File: src/rtl/fb_select.sv
// fb_select: walks the clauses of one class and emits a per-clause feedback decision (fb_en true with probability d/T) plus its type.
// Optional build macro FB_SKIP_EN: clauses that get no feedback are dropped from the stream rather than emitted.
module fb_select #(
    parameter int unsigned T_WIDTH   = 8,
    parameter int unsigned N_CLAUSES = 16,
    parameter logic [15:0] LFSR_SEED = 16'hACE1
) (
    input  logic                         clk,
    input  logic                         rst,
    input  logic                         start,
    input  logic [T_WIDTH-1:0]           d,
    input  logic [T_WIDTH:0]             T,
    input  logic                         q,
    output logic                         busy,
    output logic                         fb_valid,
    input  logic                         fb_ready,
    output logic [$clog2(N_CLAUSES)-1:0] fb_idx,
    output logic                         fb_en,
    output logic                         fb_type,
    output logic                         done
);
    localparam int unsigned        IDX_W     = $clog2(N_CLAUSES);
    localparam logic [IDX_W-1:0]   LAST_IDX  = IDX_W'(N_CLAUSES - 1);
    localparam logic [15:0]        LFSR_TAPS = 16'hB400;

    typedef enum logic [1:0] {S_IDLE, S_DRAW, S_EMIT, S_DONE} state_e;

    state_e             state_q, state_d;
    logic [T_WIDTH-1:0] d_q, d_d;
    logic [T_WIDTH-1:0] t_q, t_d;
    logic               q_q, q_d;
    logic [IDX_W-1:0]   cnt_q, cnt_d;
    logic [15:0]        lfsr_q, lfsr_d;
    logic               busy_q, busy_d;
    logic               done_q, done_d;
    logic               fb_valid_q, fb_valid_d;
    logic [IDX_W-1:0]   fb_idx_q, fb_idx_d;
    logic               fb_en_q, fb_en_d;
    logic               fb_type_q, fb_type_d;

    logic [T_WIDTH-1:0] rnd;
    logic [15:0]        lfsr_step;
    logic               draw_decided;
    logic               draw_en;
    logic               draw_step;
    logic               skip_clause;
    logic               unused_t_msb;

    // Only the magnitude bits of T matter; the top bit is the sign/overflow bit of the clip stage.
    assign unused_t_msb = T[T_WIDTH];
    assign rnd          = lfsr_q[T_WIDTH-1:0];
    assign lfsr_step    = {1'b0, lfsr_q[15:1]} ^ (lfsr_q[0] ? LFSR_TAPS : 16'h0000);

`ifdef FB_SKIP_EN
    assign skip_clause = ~draw_en;
`else
    assign skip_clause = 1'b0;
`endif

    // Rejection sampling: the degenerate ratios resolve without consuming randomness.
    always_comb begin
        draw_decided = 1'b1;
        draw_en      = 1'b0;
        draw_step    = 1'b0;
        if (t_q == '0) begin
            draw_en = 1'b0;
        end else if (d_q >= t_q) begin
            draw_en = 1'b1;
        end else if (d_q == '0) begin
            draw_en = 1'b0;
        end else begin
            draw_step = 1'b1;
            if (rnd >= t_q) begin
                draw_decided = 1'b0;
            end else begin
                draw_en = (rnd < d_q);
            end
        end
    end

    // NOTE: every signal driven here gets a default first, so no path can infer a latch.
    always_comb begin
        state_d    = state_q;
        d_d        = d_q;
        t_d        = t_q;
        q_d        = q_q;
        cnt_d      = cnt_q;
        lfsr_d     = lfsr_q;
        busy_d     = busy_q;
        done_d     = 1'b0;
        fb_valid_d = fb_valid_q;
        fb_idx_d   = fb_idx_q;
        fb_en_d    = fb_en_q;
        fb_type_d  = fb_type_q;

        unique case (state_q)
            S_IDLE: begin
                if (start) begin
                    d_d     = d;
                    t_d     = T[T_WIDTH-1:0];
                    q_d     = q;
                    cnt_d   = '0;
                    busy_d  = 1'b1;
                    state_d = S_DRAW;
                end
            end
            S_DRAW: begin
                if (draw_step) begin
                    lfsr_d = lfsr_step;
                end
                if (draw_decided) begin
                    if (skip_clause) begin
                        if (cnt_q == LAST_IDX) begin
                            busy_d  = 1'b0;
                            done_d  = 1'b1;
                            state_d = S_DONE;
                        end else begin
                            cnt_d = cnt_q + IDX_W'(1);
                        end
                    end else begin
                        fb_valid_d = 1'b1;
                        fb_idx_d   = cnt_q;
                        fb_en_d    = draw_en;
                        // Even clauses are positive polarity: Type I for the target class.
                        fb_type_d  = ~(q_q ^ cnt_q[0]);
                        state_d    = S_EMIT;
                    end
                end
            end
            S_EMIT: begin
                if (fb_ready) begin
                    fb_valid_d = 1'b0;
                    fb_en_d    = 1'b0;
                    fb_type_d  = 1'b0;
                    if (cnt_q == LAST_IDX) begin
                        busy_d  = 1'b0;
                        done_d  = 1'b1;
                        state_d = S_DONE;
                    end else begin
                        cnt_d   = cnt_q + IDX_W'(1);
                        state_d = S_DRAW;
                    end
                end
            end
            S_DONE: begin
                state_d = S_IDLE;
            end
            default: begin
                state_d = S_IDLE;
            end
        endcase
    end

    // NOTE: state registers use non-blocking assignments so all of them update together at the edge.
    always_ff @(posedge clk) begin
        if (rst) begin
            state_q    <= S_IDLE;
            d_q        <= '0;
            t_q        <= '0;
            q_q        <= 1'b0;
            cnt_q      <= '0;
            lfsr_q     <= LFSR_SEED;
            busy_q     <= 1'b0;
            done_q     <= 1'b0;
            fb_valid_q <= 1'b0;
            fb_idx_q   <= '0;
            fb_en_q    <= 1'b0;
            fb_type_q  <= 1'b0;
        end else begin
            state_q    <= state_d;
            d_q        <= d_d;
            t_q        <= t_d;
            q_q        <= q_d;
            cnt_q      <= cnt_d;
            lfsr_q     <= lfsr_d;
            busy_q     <= busy_d;
            done_q     <= done_d;
            fb_valid_q <= fb_valid_d;
            fb_idx_q   <= fb_idx_d;
            fb_en_q    <= fb_en_d;
            fb_type_q  <= fb_type_d;
        end
    end

    assign busy     = busy_q;
    assign done     = done_q;
    assign fb_valid = fb_valid_q;
    assign fb_idx   = fb_idx_q;
    assign fb_en    = fb_en_q;
    assign fb_type  = fb_type_q;

endmodule

File: config.mk
export PLATFORM = sky130hd
export DESIGN_NAME = fb_select
export DESIGN_NICKNAME = d
export VERILOG_FILES = /design/src/rtl/fb_select.sv
export SDC_FILE = /design/constraint.sdc
export NUM_CORES = 1
export LEC_CHECK = 0
export ABC_AREA = 0
export CORE_MARGIN = 2
export CORE_UTILIZATION = 55
export CTS_CLUSTER_DIAMETER = 80
export DETAILED_ROUTE_END_ITERATION = 10
export HOLD_SLACK_MARGIN = 0.08
export PLACE_DENSITY = 0.79
export SLEW_MARGIN = 10
export SYNTH_ARGS = -nofsm -noshare
export SYNTH_HDL_FRONTEND = slang
export SYNTH_SLANG_ARGS = --single-unit
File: constraint.sdc
create_clock -name clk -period 2.4 [get_ports clk]
set_clock_uncertainty 0.1 [all_clocks]
set_input_delay 0.48 -clock clk [delete_from_list [all_inputs] [get_ports clk]]
set_output_delay 0.48 -clock clk [all_outputs]
set_load 0.01 [all_outputs]
==> impl_metrics.ini, run 1 <==
[status]
outcome = complete, no violations

[synth]
synth_edf_count = 0
syn_area_um2 = 2480
synth_nets = 349
synth_top_area_cell = dfxtp_1
synth_area_leaders = dfxtp_1 (39%), ha_1 (12%), nand2_1 (7.9%)
ys_warn_count = 0
synth_top_area_share_pct = 38.7
synth_cell_types = 41
synth-seq-cells = 48
seq_area_frac_synth_pct = 38.7
avgSynthCellArea_um2 = 8.19
synth_cells = 303
synthFlopType = dfxtp_1
async_reset_ff_share_pct = 0

[sta]
slew_violations = 0
max_freq_mhz = 422
fin_crit_sh_pct = 98.8
slew_headroom_pct = 58.7
finalCriticalPeriod_ps = 2370
setup_viol = 0
hold_viol = 0
worst_pin_slew_ps = 620

[final_layout]
syn_to_final_growth_pct = 21.6
drive_above_1_share_pct = 11.3
fillers = 342
fin_area_um2 = 3020
final_util_pct = 69.3
final_nets = 383
antenna_cells = 0

[critical_path]
cpMaxStageDelayCell = o41a_1
worst_setup_path_end_kind = flip-flop
crit_type = reg -> reg
path_buf_inv = 1
cp.required_ps = 2480
start_kind = flip-flop
setup.worst_path.start = t_q[2]$_SDFFE_PP0P_
arrival_ps = 2450
cpPeakStageDelay_ps = 570
reg2reg_from = t_q[2]$_SDFFE_PP0P_
path_max_fanout = 5
crit_chain = inv_1, ha_2, or4_4, a21oi_4, o31ai_4, o41a_1, mux2i_1
worst_r2r_path_depth = 7
critPathTopFamily = compound AO/OA/AOI/OAI gates
path_depth = 7

[placement]
dp_hpwl_mm = 3.93
placed_area_um2 = 2850
numPortBuffers = 29
place_congestion = 0.881

[floorplanning]
start_util_pct = 57.0
die_y_um = 71.2
ios = 31
die_w_um = 71.2
fp.coreArea_um2 = 4350
num_rows = 24
dieArea_um2 = 5070

[clocking]
cts_root_buf = clkbuf_8
clock_latency_ps = 300
clockBufferDepth = 2
numCtsBuffers = 5
path_clk_slew_ps = 90
htreeDepth = 2
cts_tree = built
cts_sinks = 48

[route]
postRouteAntennaNets = 0
wl_per_cell_um = 14.6
dr.pass1.iters = 4
via_count = 2211
drc_errors = 0
first_iter_violations = 207
finalWirelength_mm = 5.69
vias_per_cell = 5.68

[pwr]
irDropWorstVdd_mv = 0.451
p_leak_nw = 1.15
power_density_nw_per_um2 = 647
power.total_mw = 1.95

[run]
drv_cap = 0

[global_routing]
grt_pass1_vias = 2001
grt.total_usage_pct = 22.1
grt_pass1_wl_mm = 9.09
grt_max_degree = 34
antenna_found_initial = 0
gr-total-overflow = 0

[worst_hold_path]
hold_depth = 2
holdCritPathClass = reg -> reg
min_from = fb_idx[2]$_SDFFE_PP0P_
## path summary, 6_finish.rpt
| kind | end | slack (ps) |
|---|---|---|
| min reg2reg | fb_idx[2]$_SDFFE_PP0P_ | 360 |
| max reg2reg | fb_idx[0]$_SDFFE_PP0P_ | 30 |
| max | fb_idx[0]$_SDFFE_PP0P_ | 30 |
| min | fb_idx[2]$_SDFFE_PP0P_ | 360 |
## logic make-up after synthesis
group	synth area share [%]
simple gates	20.0
compound gates	18.8
flops	38.7
buf+inv	5.90
fa+ha+maj	12.1
xor+xnor	2.12
mux	2.42
## flip-flops by register name, indices dropped and copies added (netlist names)
signal    flops
fb_en         1
done          1
t_q           8
q_q           1
d_q           8
cnt_q         4
lfsr_q       16
fb_valid      1
state_q       2
fb_idx        4
busy          1
fb_type       1
## synthesized netlist by cell type (all sizes together) (4+ instances only)
master / number
nand2: 52
dfxtp: 48
a21oi: 38
ha: 24
nand3: 22
o21ai: 22
inv: 19
clkbuf: 13
nor2: 7
mux2i: 6
nor2b: 4
nor3: 4
xnor2: 4
## routing by layer
layer	share of wire (%)	vias up	track usage, %
met3	3.9	7	3.56
li1	-	1126	-
met1	46	1019	29.7
met2	48	59	36.8
met5	0	-	0
met4	1.4	0	5.87
## layout make-up
class                   count  area [um^2]  area share, %
multi-input cells         220         1430           47.4
clock inverters             1         8.76          0.290
repair buffers             43          395           13.1
inverters                  19         71.3           2.36
flip-flops and latches     48          966           32.0
clock buffers               6         82.6           2.74
well taps                  52         65.1           2.15
## tightest hold or removal path, cell delays in order, from the launching register on
cell,delay [ps]
dfxtp_1,320
nand2_1,50
mux2i_1,50
## power breakdown
group / switching [mW] / internal (mW)
logic: 0.310 / 0.243
clock network: 0.271 / 0.230
registers: 0.0492 / 0.851
## placed cells by master (no fill, tap or decap), types with 4 or more instances in the layout
| master | count |
|---|---|
| a21oi_1 | 35 |
| ha_1 | 22 |
| nand2_1 | 52 |
| dfxtp_2 | 4 |
| clkdlybuf4s50_1 | 29 |
| nor2b_1 | 4 |
| nor2_1 | 7 |
| nand3_1 | 22 |
| dfxtp_1 | 44 |
| xnor2_1 | 4 |
| inv_1 | 18 |
| o21ai_0 | 15 |
| mux2i_1 | 6 |
| clkbuf_8 | 6 |
| nor3_1 | 4 |
| o21ai_1 | 6 |
| buf_4 | 14 |
## stage by stage
step / hold slack [ps] / setup slack (ps) / setup TNS, ps / cells
CTS: 363 / 0.352 / 0 / 386
floorplan: 340 / 196 / 0 / 303
global route: 387 / -26.3 / -68.6 / 389
detailed placement: 351 / 19.8 / 0 / 379
finish: 363 / 29.6 / 0 / 389
global placement: 344 / 58.0 / 0 / 379
## repair_timing
item | 4_1_cts | 5_1_grt
hold endpoints to repair | 0 | 0
pin swaps | 1 | 4
setup buffers | 0 | 3
setup endpoints to repair | 4 | 6
hold buffers | 0 | 0
resized for setup | 0 | 14
(Power assumes the default switching activity.)
==> run 2: changes to the inputs <==
Settings changed: CAP_MARGIN from default to 5.
==> results of run 2 <==
Same layout as run 1: the final DEF is identical, and so are final timing and power.
